**src/rtl/seg7_pkg.sv**
```systemverilog
// -----------------------------------------------------------------------------
// seg7_pkg
// Shared constants and helpers for the multiplexed 7-segment scan driver.
//   SEG_BLANK      : all segments off (pre-polarity)
//   SEG_TABLE_DEC  : 16-entry pattern table, codes 10-15 blank
//   SEG_TABLE_HEX  : 16-entry pattern table, codes 10-15 show A,b,C,d,E,F
//   idx_width()    : width of the scan index for a given digit count
// Segment bit order everywhere is {g,f,e,d,c,b,a}, 1 = lit.
// -----------------------------------------------------------------------------
package seg7_pkg;

    typedef logic [6:0] seg_t;

    // One displayed "pixel": the segment pattern plus the decimal point.
    typedef struct packed {
        seg_t seg;
        logic dp;
    } disp_pix_t;

    localparam seg_t SEG_BLANK = 7'b000_0000;

    // Packed array: element [c] is the pattern for code c.
    // The concatenation therefore lists code 15 first and code 0 last.
    localparam logic [15:0][6:0] SEG_TABLE_DEC = {
        SEG_BLANK,   // 15
        SEG_BLANK,   // 14
        SEG_BLANK,   // 13
        SEG_BLANK,   // 12
        SEG_BLANK,   // 11
        SEG_BLANK,   // 10
        7'b110_1111, // 9
        7'b111_1111, // 8
        7'b000_0111, // 7
        7'b111_1101, // 6
        7'b110_1101, // 5
        7'b110_0110, // 4
        7'b100_1111, // 3
        7'b101_1011, // 2
        7'b000_0110, // 1
        7'b011_1111  // 0
    };

    localparam logic [15:0][6:0] SEG_TABLE_HEX = {
        7'b111_0001, // F
        7'b111_1001, // E
        7'b101_1110, // d
        7'b011_1001, // C
        7'b111_1100, // b
        7'b111_0111, // A
        7'b110_1111, // 9
        7'b111_1111, // 8
        7'b000_0111, // 7
        7'b111_1101, // 6
        7'b110_1101, // 5
        7'b110_0110, // 4
        7'b100_1111, // 3
        7'b101_1011, // 2
        7'b000_0110, // 1
        7'b011_1111  // 0
    };

    // ceil(log2(n)), never less than 1 so a 2-digit build still has an index bit.
    function automatic int idx_width(input int n);
        int w;
        w = 1;
        for (int i = 1; i < 31; i++) begin
            if ((1 << i) < n) begin
                w = i + 1;
            end
        end
        return w;
    endfunction

endpackage

```
**src/rtl/seg7_decode.sv**
```systemverilog
// -----------------------------------------------------------------------------
// seg7_decode
// Combinational code-to-segment decoder, shared by all digits (sits after the
// digit mux, so only one copy exists regardless of digit count).
// Ports:
//   code_i     [3:0] digit code
//   hex_mode_i       1: codes 10-15 show A..F, 0: codes 10-15 are blank
//   seg_o      [6:0] {g,f,e,d,c,b,a}, 1 = lit (polarity applied elsewhere)
// -----------------------------------------------------------------------------
module seg7_decode
    import seg7_pkg::*;
(
    input  logic [3:0] code_i,
    input  logic       hex_mode_i,
    output logic [6:0] seg_o
);

    always_comb begin
        seg_o = hex_mode_i ? SEG_TABLE_HEX[code_i] : SEG_TABLE_DEC[code_i];
    end

endmodule

```
**src/rtl/seg7_scan_driver.sv**
```systemverilog
// -----------------------------------------------------------------------------
// seg7_scan_driver
// N-digit multiplexed 7-segment scan driver with per-frame shadowing,
// leading-zero blanking, per-digit decimal point and blink, 16-level PWM
// brightness and selectable output polarity.
// Ports:
//   clk          system clock
//   rst          synchronous reset, active-high
//   bcd          4*N_DIGITS digit codes, digit 0 (rightmost) in [3:0]
//   dp_in        per-digit decimal point request
//   blink_mask   per-digit blink enable
//   bright       brightness, duty = (bright+1)/16
//   lzb_en       leading-zero blanking enable
//   seg          segments {g,f,e,d,c,b,a}
//   dp           decimal point of the active digit
//   digit_sel    one-hot digit enable
//   frame_start  one-cycle pulse, one cycle after the frame-start state
// seg, dp and digit_sel are inverted when ACTIVE_LOW=1.
// -----------------------------------------------------------------------------
module seg7_scan_driver
    import seg7_pkg::*;
#(
    parameter int N_DIGITS       = 4,
    parameter int SCAN_DIV_LOG2  = 17,
    parameter int BLINK_DIV_LOG2 = 25,
    parameter int ACTIVE_LOW     = 0,
    parameter int HEX_MODE       = 0
) (
    input  logic                    clk,
    input  logic                    rst,
    input  logic [4*N_DIGITS-1:0]   bcd,
    input  logic [N_DIGITS-1:0]     dp_in,
    input  logic [N_DIGITS-1:0]     blink_mask,
    input  logic [3:0]              bright,
    input  logic                    lzb_en,
    output logic [6:0]              seg,
    output logic                    dp,
    output logic [N_DIGITS-1:0]     digit_sel,
    output logic                    frame_start
);

    localparam int               IDX_W    = idx_width(N_DIGITS);
    localparam logic [IDX_W-1:0] LAST_IDX = IDX_W'(N_DIGITS - 1);
    localparam logic             POL      = (ACTIVE_LOW != 0);
    localparam logic             HEX      = (HEX_MODE != 0);

    // ---------------------------------------------------------------------
    // Timebase: slot counter, scan index, blink counter
    // ---------------------------------------------------------------------
    logic [SCAN_DIV_LOG2-1:0]  slot_q,  slot_d;
    logic [IDX_W-1:0]          idx_q,   idx_d;
    logic [BLINK_DIV_LOG2-1:0] blink_q, blink_d;
    logic                      frame_cyc;

    assign frame_cyc = (idx_q == '0) && (slot_q == '0);

    always_comb begin
        slot_d  = slot_q + 1'b1;
        blink_d = blink_q + 1'b1;
        idx_d   = idx_q;
        if (&slot_q) begin
            idx_d = (idx_q == LAST_IDX) ? '0 : idx_q + 1'b1;
        end
    end

    // ---------------------------------------------------------------------
    // Shadow registers. On the frame-start cycle the live inputs are used
    // directly, so the very first slot of a frame already shows the newly
    // captured content and no slot ever mixes old and new frames.
    // ---------------------------------------------------------------------
    logic [4*N_DIGITS-1:0] bcd_sh_q,   bcd_sh_d;
    logic [N_DIGITS-1:0]   dp_sh_q,    dp_sh_d;
    logic [N_DIGITS-1:0]   blink_sh_q, blink_sh_d;
    logic [3:0]            bright_sh_q, bright_sh_d;
    logic                  lzb_sh_q,   lzb_sh_d;

    always_comb begin
        bcd_sh_d    = bcd_sh_q;
        dp_sh_d     = dp_sh_q;
        blink_sh_d  = blink_sh_q;
        bright_sh_d = bright_sh_q;
        lzb_sh_d    = lzb_sh_q;
        if (frame_cyc) begin
            bcd_sh_d    = bcd;
            dp_sh_d     = dp_in;
            blink_sh_d  = blink_mask;
            bright_sh_d = bright;
            lzb_sh_d    = lzb_en;
        end
    end

    // ---------------------------------------------------------------------
    // Leading-zero blanking: digit i blanks when it and every digit above it
    // are zero. Digit 0 is excluded so an all-zero value still shows "0".
    // ---------------------------------------------------------------------
    logic [N_DIGITS-1:0] lz_blank;
    logic                lz_run;

    always_comb begin
        lz_blank = '0;
        lz_run   = 1'b1;
        for (int i = N_DIGITS - 1; i >= 1; i--) begin
            lz_run      = lz_run & (bcd_sh_d[4*i +: 4] == 4'd0);
            lz_blank[i] = lzb_sh_d & lz_run;
        end
    end

    // ---------------------------------------------------------------------
    // Digit mux
    // ---------------------------------------------------------------------
    logic [3:0]          code_sel;
    logic                dp_sel;
    logic                blink_sel;
    logic                lz_sel;
    logic [N_DIGITS-1:0] onehot;

    always_comb begin
        code_sel  = 4'd0;
        dp_sel    = 1'b0;
        blink_sel = 1'b0;
        lz_sel    = 1'b0;
        onehot    = '0;
        for (int i = 0; i < N_DIGITS; i++) begin
            if (idx_q == IDX_W'(i)) begin
                code_sel  = bcd_sh_d[4*i +: 4];
                dp_sel    = dp_sh_d[i];
                blink_sel = blink_sh_d[i];
                lz_sel    = lz_blank[i];
                onehot[i] = 1'b1;
            end
        end
    end

    seg_t seg_dec;

    seg7_decode u_decode (
        .code_i     (code_sel),
        .hex_mode_i (HEX),
        .seg_o      (seg_dec)
    );

    // ---------------------------------------------------------------------
    // Visibility, PWM and output formation
    // ---------------------------------------------------------------------
    logic [3:0] top4;
    logic       pwm_on;
    logic       blink_phase;
    logic       digit_vis;

    assign top4        = slot_q[SCAN_DIV_LOG2-1 -: 4];
    assign pwm_on      = (top4 <= bright_sh_d);
    // Blink phase is deliberately live so a blinking digit keeps a steady
    // cadence independent of frame boundaries.
    assign blink_phase = blink_q[BLINK_DIV_LOG2-1];
    assign digit_vis   = !(blink_sel && blink_phase) && !lz_sel;

    disp_pix_t           pix;
    logic [6:0]          seg_q, seg_d;
    logic                dp_q,  dp_d;
    logic [N_DIGITS-1:0] sel_q, sel_d;
    logic                fs_q,  fs_d;

    always_comb begin
        pix.seg = SEG_BLANK;
        pix.dp  = 1'b0;
        if (pwm_on && digit_vis) begin
            pix.seg = seg_dec;
            pix.dp  = dp_sel;
        end
        // A blanked digit is still selected so every slot has the same timing;
        // only PWM-off time deselects all digits.
        seg_d = pix.seg ^ {7{POL}};
        dp_d  = pix.dp ^ POL;
        sel_d = (pwm_on ? onehot : '0) ^ {N_DIGITS{POL}};
        fs_d  = frame_cyc;
    end

    // ---------------------------------------------------------------------
    // Registers
    // ---------------------------------------------------------------------
    always_ff @(posedge clk) begin
        if (rst) begin
            slot_q      <= '0;
            idx_q       <= '0;
            blink_q     <= '0;
            bcd_sh_q    <= '0;
            dp_sh_q     <= '0;
            blink_sh_q  <= '0;
            bright_sh_q <= '0;
            lzb_sh_q    <= 1'b0;
            seg_q       <= {7{POL}};
            dp_q        <= POL;
            sel_q       <= {N_DIGITS{POL}};
            fs_q        <= 1'b0;
        end else begin
            slot_q      <= slot_d;
            idx_q       <= idx_d;
            blink_q     <= blink_d;
            bcd_sh_q    <= bcd_sh_d;
            dp_sh_q     <= dp_sh_d;
            blink_sh_q  <= blink_sh_d;
            bright_sh_q <= bright_sh_d;
            lzb_sh_q    <= lzb_sh_d;
            seg_q       <= seg_d;
            dp_q        <= dp_d;
            sel_q       <= sel_d;
            fs_q        <= fs_d;
        end
    end

    assign seg         = seg_q;
    assign dp          = dp_q;
    assign digit_sel   = sel_q;
    assign frame_start = fs_q;

endmodule

```
**config.mk**
```make
export PLATFORM = sky130hd
export DESIGN_NAME = seg7_scan_driver
export DESIGN_NICKNAME = d
export VERILOG_FILES = /design/src/rtl/seg7_pkg.sv /design/src/rtl/seg7_decode.sv /design/src/rtl/seg7_scan_driver.sv
export SDC_FILE = /design/constraint.sdc
export NUM_CORES = 1
export LEC_CHECK = 0
export ABC_AREA = 1
export BUFFER_PORTS_ARGS = -buffer_cell sky130_fd_sc_hd__buf_2
export CAP_MARGIN = 0
export CORE_MARGIN = 4
export CORE_UTILIZATION = 60
export CTS_BUF_LIST = sky130_fd_sc_hd__clkbuf_8
export DETAILED_ROUTE_END_ITERATION = 10
export MAX_ROUTING_LAYER = met4
export PLACE_DENSITY_LB_ADDON = 0.08
export SETUP_SLACK_MARGIN = 0.05
export SYNTH_ARGS = -nofsm -noshare
export SYNTH_HDL_FRONTEND = slang
export SYNTH_SLANG_ARGS = --single-unit
```
**constraint.sdc**
```tcl
create_clock -name clk -period 6 [get_ports clk]
set_input_delay 0.6 -clock clk [delete_from_list [all_inputs] [get_ports clk]]
set_output_delay 0.6 -clock clk [all_outputs]
set_load 0.01 [all_outputs]
```
### Word-level counts from Yosys, hierarchy flattened

Memory sizes are Yosys's and may differ from the RTL's. A register that Yosys moved wholly into a read port is not among the register bits.
Index checks and enable logic that the tools add are counted.
W data, S select, Z words.

| word-level totals | value |
|---|---|
| bits in writable memories | 0 |
| latch bits | 0 |
| memory bits (read-only) | 112 |
| bits of input ports | 31 |
| memories kept | 1 |
| output and inout port bits | 13 |
| register bits | 79 |

| cells by class | value |
|---|---|
| shift-type cells | 0 |
| reduce and logical (&&, ||, !) cells | 14 |
| div/mod/pow operators | 0 |
| add/subtract/negate cells | 3 |
| bitwise operators | 7 |
| eq/ne operators | 3 |
| magnitude comparators | 1 |
| multiply operators | 0 |
| muxes and demuxes | 25 |

Memory list:

| name | words | bits a word | rd ports | clocked after Yosys merged registers in | write ports | line | source |
|---|---|---|---|---|---|---|---|
| (name not given) | 16 | 7 | 1 | 1 | 0 | seg7_decode.sv:19 | `seg_o = hex_mode_i ? SEG_TABLE_HEX[code_i] : SEG_TABLE_DEC[code_i];` |

Operators with widths:

| cell | number |
|---|---|
| $mux W4 | 7 |
| $add A25 B1 Y25 const B | 1 |
| $add A17 B1 Y17 const B | 1 |
| $logic_not A17 Y1 | 1 |
| $reduce_and A17 Y1 | 1 |
| $mux W1 | 16 |
| $mux W16 | 1 |
| $logic_not A4 Y1 | 3 |
| $and A1 B1 Y1 | 5 |
| $eq A2 B2 Y1 const B | 2 |
| $le A4 B4 Y1 | 1 |
| $logic_and A1 B1 Y1 | 4 |
| $reduce_or A2 Y1 | 2 |
| $add A2 B1 Y2 const B | 1 |
| $eq A2 B1 Y1 const B | 1 |
| $logic_not A1 Y1 | 2 |
| $logic_not A2 Y1 | 1 |
| $mux W2 | 1 |
| $not A1 Y1 | 2 |

### Depth between registers and ports, before layout

| depth | value |
|---|---|
| word-level depth | 15 |
| gate-level depth with buffers | 19 |
| gate-level depth less buffers | 19 |

### By module

From an unflattened synthesis, not the netlist that was laid out.

| second synthesis, totals | value |
|---|---|
| cell total of the unflattened synthesis | 584 |
| area total of the unflattened synthesis | 4159.0 um^2 |

By module, submodules not included:

| module | instances | cells each | area each (um^2) | sequential area each (um^2) |
|---|---|---|---|---|
| seg7_scan_driver | 1 | 528 | 3847.4 | 1721.7 |
| seg7_decode | 1 | 56 | 311.5 | 0.0 |

### Least setup slack after synthesis

OpenSTA, ideal clock, no wires.

| timing | value |
|---|---|
| path kind | register to register |
| start | register idx_q[0] |
| end | register seg_q[0] (netlist: seg[0]) |
| setup time | 66 ps |
| data arrival time | 2504 ps |
| stages on the path, launching flop included | 17 |
| slack | 3429 ps |
| path through | dfxtp_1 -> inv_1 -> ha_1 -> nand2_1 -> inv_2 -> nand3_4 -> buf_2 -> mux2i_1 -> ha_1 -> inv_1 -> nor2_1 -> o21ai_0 -> a32o_1 -> nand2_1 -> a21oi_4 -> nand2_4 -> a21oi_2 |

| on the way | value |
|---|---|
| word-level cells in the longest chain between the ends | 15 |
| elaborated cells on any way between the ends | 36 |
| classes of those cells | order compare (1); eq/ne (3); mux (15); bitwise (6); reduce/logical (11) |

Ends and longest elaborated chain:

| item | line | source |
|---|---|---|
| from (decl) | seg7_scan_driver.sv:51 | `logic [IDX_W-1:0] idx_q, idx_d;` |
| from (signal assigned) | seg7_scan_driver.sv:197 | `idx_q <= idx_d;` |
| $logic_not A2 Y1 | seg7_scan_driver.sv:55, seg7_scan_driver.sv:124 |  |
| $logic_and A1 B1 Y1 | seg7_scan_driver.sv:55 | `assign frame_cyc = (idx_q == '0) && (slot_q == '0);` |
| $mux W16 | seg7_scan_driver.sv:83 | `if (frame_cyc) begin` |
| $logic_not A4 Y1 | seg7_scan_driver.sv:103 | `lz_run = lz_run & (bcd_sh_d[4*i +: 4] == 4'd0);` |
| $and A1 B1 Y1 (2 in series) | seg7_scan_driver.sv:103 |  |
| $and A1 B1 Y1 | seg7_scan_driver.sv:104 | `lz_blank[i] = lzb_sh_d & lz_run;` |
| $mux W1 (3 in series) | seg7_scan_driver.sv:124 | `if (idx_q == IDX_W'(i)) begin` |
| $logic_not A1 Y1 | seg7_scan_driver.sv:155 | `assign digit_vis = !(blink_sel && blink_phase) && !lz_sel;` |
| $logic_and A1 B1 Y1 | seg7_scan_driver.sv:155 |  |
| $logic_and A1 B1 Y1 | seg7_scan_driver.sv:166 | `if (pwm_on && digit_vis) begin` |
| $not A1 Y1 (no line) | n/a |  |
| $reduce_or A2 Y1 (no line) | n/a |  |
| to (decl) | seg7_scan_driver.sv:158 | `logic [6:0] seg_q, seg_d;` |

Several ways; a longest one is shown, not always the timed one.
A chain may end at the register's enable or synchronous reset.

### Final worst setup path

| timing | value |
|---|---|
| start | register slot_q[0] |
| end | register seg_q[3] (netlist: seg[3]) |

| on the way | value |
|---|---|
| elaborated cells on any way between the ends | 33 |
| classes of those cells | order compare (1); mux (15); bitwise (6); reduce/logical (11) |

RTL lines:

| item | line | source |
|---|---|---|
| from (decl) | seg7_scan_driver.sv:50 | `logic [SCAN_DIV_LOG2-1:0] slot_q, slot_d;` |
| from (signal assigned) | seg7_scan_driver.sv:196 | `slot_q <= slot_d;` |
| $logic_not A17 Y1 | seg7_scan_driver.sv:55 |  |
| $logic_and A1 B1 Y1 | seg7_scan_driver.sv:55 |  |
| $mux W4 | seg7_scan_driver.sv:83 |  |
| via bright_sh_d[0] | seg7_scan_driver.sv:74 | `logic [3:0] bright_sh_q, bright_sh_d;` |
| $le A4 B4 Y1 | seg7_scan_driver.sv:151 | `assign pwm_on = (top4 <= bright_sh_d);` |
| $logic_and A1 B1 Y1 | seg7_scan_driver.sv:166 |  |
| $not A1 Y1 (no line) | n/a |  |
| $reduce_or A2 Y1 (no line) | n/a |  |

The timed path passes the listed nets, and every way through them passes these cells.

==> metrics.md <==
| Metric | Value |
|---|---|
| CTS Buffer Depth | `2` |
| Pwr/cell area | `286 nW/um^2` |
| Critical path class | `register to register` |
| Setup crit start kind | `register` |
| CTS tree | `built` |
| Initial Util | `62.1%` |
| Sw Ratio | `27.2%` |
| Slew of the pin with the lowest slew margin | `1.01 ns` |
| Power share of the clock group | `37.1%` |
| Synth Area in Adders | `5.31%` |
| RePlAce Congestion | `0.871` |
| Top Ports | `44` |
| Fill cells | `581` |
| Placed cell area | `4520 um^2` |
| Total global routing overflow | `0` |
| Post-CTS sizing | `0` |
| Crit share post-route | `50.9%` |
| Detailed Route Iter0 Violations | `138` |
| Main combinational cell family by area after synthesis | `simple AND/OR/NAND/NOR gates` |
| Share of cells above drive strength 1 | `17.3%` |
| Antenna diodes | `0` |
| # Post-CTS Setup Buffers | `0` |
| Post-synth top area share | `40.6%` |
| Max-slew violations | `0` |
| Synth Warn # | `0` |
| DRT Pass-1 Iters | `5` |
| Initial antenna violation count | `0` |
| CTS H-tree depth | `3` |
| Min-delay worst type | `register to register` |
| Synth Flop Type | `dfxtp_1` |
| Synthesized area per cell | `7.34 um^2` |
| Largest area contributor in the netlist | `dfxtp_1` |
| Layout area overhead | `12.5%` |
| Mux contribution to synthesized area | `1.42%` |
| Pint | `0.993 mW` |
| Post-synthesis compound-gate area fraction | `10.9%` |
| Post-layout instance area | `4770 um^2` |
| Via count | `3,661` |
| Sequential share of the synthesized area | `40.6%` |
| Netlist cell types | `40` |
| Max Fclk | `0.327 GHz` |
| Die Width | `92.1 um` |
| Clk slew on worst S/H paths | `0.08 ns` |
| Worst R2R Path Depth | `17` |
| Most common cell in the netlist | `nand2_1` |
| First-pass GRT wire length | `15,000 um` |
| Multi-input gate area | `2150 um^2` |
| Total Die Area | `8480 um^2` |
| Clk root buf | `clkbuf_8` |
| Die H | `92.1 um` |
| Mapped Cells | `578` |
| Fin Setup TNS | `0 ns` |
| Max-cap viol count | `0` |
| Row cnt | `30` |
| CP Data Arrival Time | `3.36 ns` |
| Largest net degree at the start of global routing | `54` |
| CTS Buf Count | `9` |
| CP Data Required Time | `6.30 ns` |
| Clk_skew | `0.0110 ns` |
| CP Capture Type | `register` |
| Post-synthesis instance area | `4240 um^2` |
| Drc violations | `0` |
| Syn Nets | `627` |
| FFs w/ async S/R, synth | `0%` |
| Crit path to | `seg[3]$_SDFF_PP0_` |
| FF-to-FF setup slack | `2.94 ns` |
| Final Critical Period | `3.06 ns` |
| EDFF count, synth | `0` |
| Layout Nets | `669` |
| Synthesized flop and latch total | `86` |
| Commonest cells in the netlist | `nand2_1 (132), dfxtp_1 (86), inv_1 (74)` |
| Setup violators final | `0` |
| Total Wirelength | `8580 um` |
| Relative max-transition margin | `32.8%` |
| Seq pwr share | `45.2%` |
| DP Wirelength | `6180 um` |
| CP Max Fanout | `25` |
| Hold-fix buffers, CTS | `0` |
| Peak VDD IR | `0.157 mV` |
| Hold Vio Cnt, Final | `0` |
| Unrepaired setup endpoints after global routing | `no` |
| Combinational Power Share | `17.6%` |
| Post-DRT Antenna Nets | `0` |
| Outcome | `finished, final reports clean` |
| NetSw | `0.372 mW` |
| R2r endpoint | `seg[3]$_SDFF_PP0_` |
| Critical Path Source | `slot_q[0]$_SDFF_PP0_` |
| XOR/XNOR Fraction of Synth Area | `0.826%` |
| Reg-to-Reg Start | `slot_q[0]$_SDFF_PP0_` |
| Clock Sinks | `86` |
| Later-pin clock latency in the skew report | `0.36 ns` |
| Register area | `1720 um^2` |
| Synth Area in Simple Gates | `32.3%` |
| Port bufs | `43` |
| Vias per cell | `5.08` |
| Total track usage | `22.2%` |
| Drt wl/cell | `11.9 um` |
| LEAKAGE | `2.18 nW` |
| Core area | `6830 um^2` |
| Vias in the first global route | `3,496` |
| Synth area leaders | `dfxtp_1 (41%), nand2_1 (12%), inv_1 (6.5%)` |
critical path: stages (launching register included):
cell	delay, ns
dfxtp_1	0.33
inv_1	0.07
ha_1	0.16
nand2_1	0.13
nor2_8	0.20
nand3_4	0.32
inv_2	0.31
or2_2	0.15
inv_1	0.04
a21oi_1	0.13
ha_1	0.17
nor2_1	0.05
o21ai_0	0.15
a32o_1	0.14
nand2_1	0.15
a21oi_4	0.22
nand2_4	0.12
a21oi_2	0.12
layer usage:
metal / wire [um] / vias up / track usage (%)
li1: - / 1923 / -
met1: 3870 / 1659 / 26.1
met2: 4090 / 65 / 37.4
met3: 451 / 14 / 4.76
met4: 161 / 0 / 8.54
met5: 0 / - / -
through the flow:
step	hold slack (ns)	cells	utilization (%)	setup slack (ns)	power [mW]
3_5_place_dp	0.437	705	66.1	3.02	0.870
4_1_cts	0.453	721	69.9	2.98	1.37
3_3_place_gp	0.430	705	66.1	3.13	0.864
6_report	0.448	721	69.9	2.94	1.36
5_1_grt	0.484	721	69.9	2.67	1.44
2_1_floorplan	0.417	578	-	3.43	0.814
placed cells by master, fill, tap and decap left out, drive strengths merged:
cell type	Yosys	final
clkinv	2	2
clkbuf	8	11
nor4	1	1
ha	18	18
a21boi	3	3
bufinv	0	3
nand3	37	37
or2	1	1
nor3	15	15
nand2	142	142
a31oi	2	2
inv	79	79
xnor2	1	1
a211oi	2	2
o21a	2	2
dfxtp	86	86
clkinvlp	0	2
nor2	84	84
buf	4	43
a21oi	40	40
o211ai	1	1
nand4	8	8
o21ai	24	24
mux2i	6	6
xor2	3	3
nand3b	5	5
nor3b	3	3
a32o	1	1
registers in the layout, indices dropped and copies added (netlist names):
signal and cells:
lzb_sh_q 1, bright_sh_q 4, dp 1, blink_q 25, idx_q 2, seg 7, blink_sh_q 4, digit_sel 4
slot_q 17, frame_start 1, bcd_sh_q 16, dp_sh_q 4
power by group through the flow:
stage	Combinational [mW]	Sequential (mW)	Clock (mW)
final	0.240	0.617	0.507
after global routing	0.275	0.621	0.540
after CTS	0.241	0.617	0.516
after detailed placement	0.239	0.631	0
after global placement	0.234	0.630	0
after floorplan	0.178	0.636	0
cell families after synthesis:
logic type | Yosys count
adder cells (fa/ha/maj) | 18
multiplexers | 6
AO/OA/AOI/OAI | 75
XOR/XNOR | 4
AND/OR/NAND/NOR | 296
flip-flops | 86
buffers and inverters | 93
cell type report:
class,count,area share [%]
Timing Repair Buffer,43,4.51
Sequential cell,86,36.1
Inverter,81,6.37
Clock inverter,5,2.20
Clock buffer,11,3.17
Tap cell,96,2.52
Multi-Input combinational cell,399,45.1
worst min-delay path by stage:
stage	from	to	slack [ns]	depth (start not counted)
detailed placement	blink_q[0]$_SDFF_PP0_	blink_q[0]$_SDFF_PP0_	0.44	1
global placement	blink_q[0]$_SDFF_PP0_	blink_q[0]$_SDFF_PP0_	0.43	1
floorplan	slot_q[0]$_SDFF_PP0_	slot_q[0]$_SDFF_PP0_	0.42	1
finish	blink_q[0]$_SDFF_PP0_	blink_q[0]$_SDFF_PP0_	0.45	1
global route	blink_q[11]$_SDFF_PP0_	blink_q[11]$_SDFF_PP0_	0.48	2
CTS	blink_q[0]$_SDFF_PP0_	blink_q[0]$_SDFF_PP0_	0.45	1
Power figures use the tool's default switching activity.
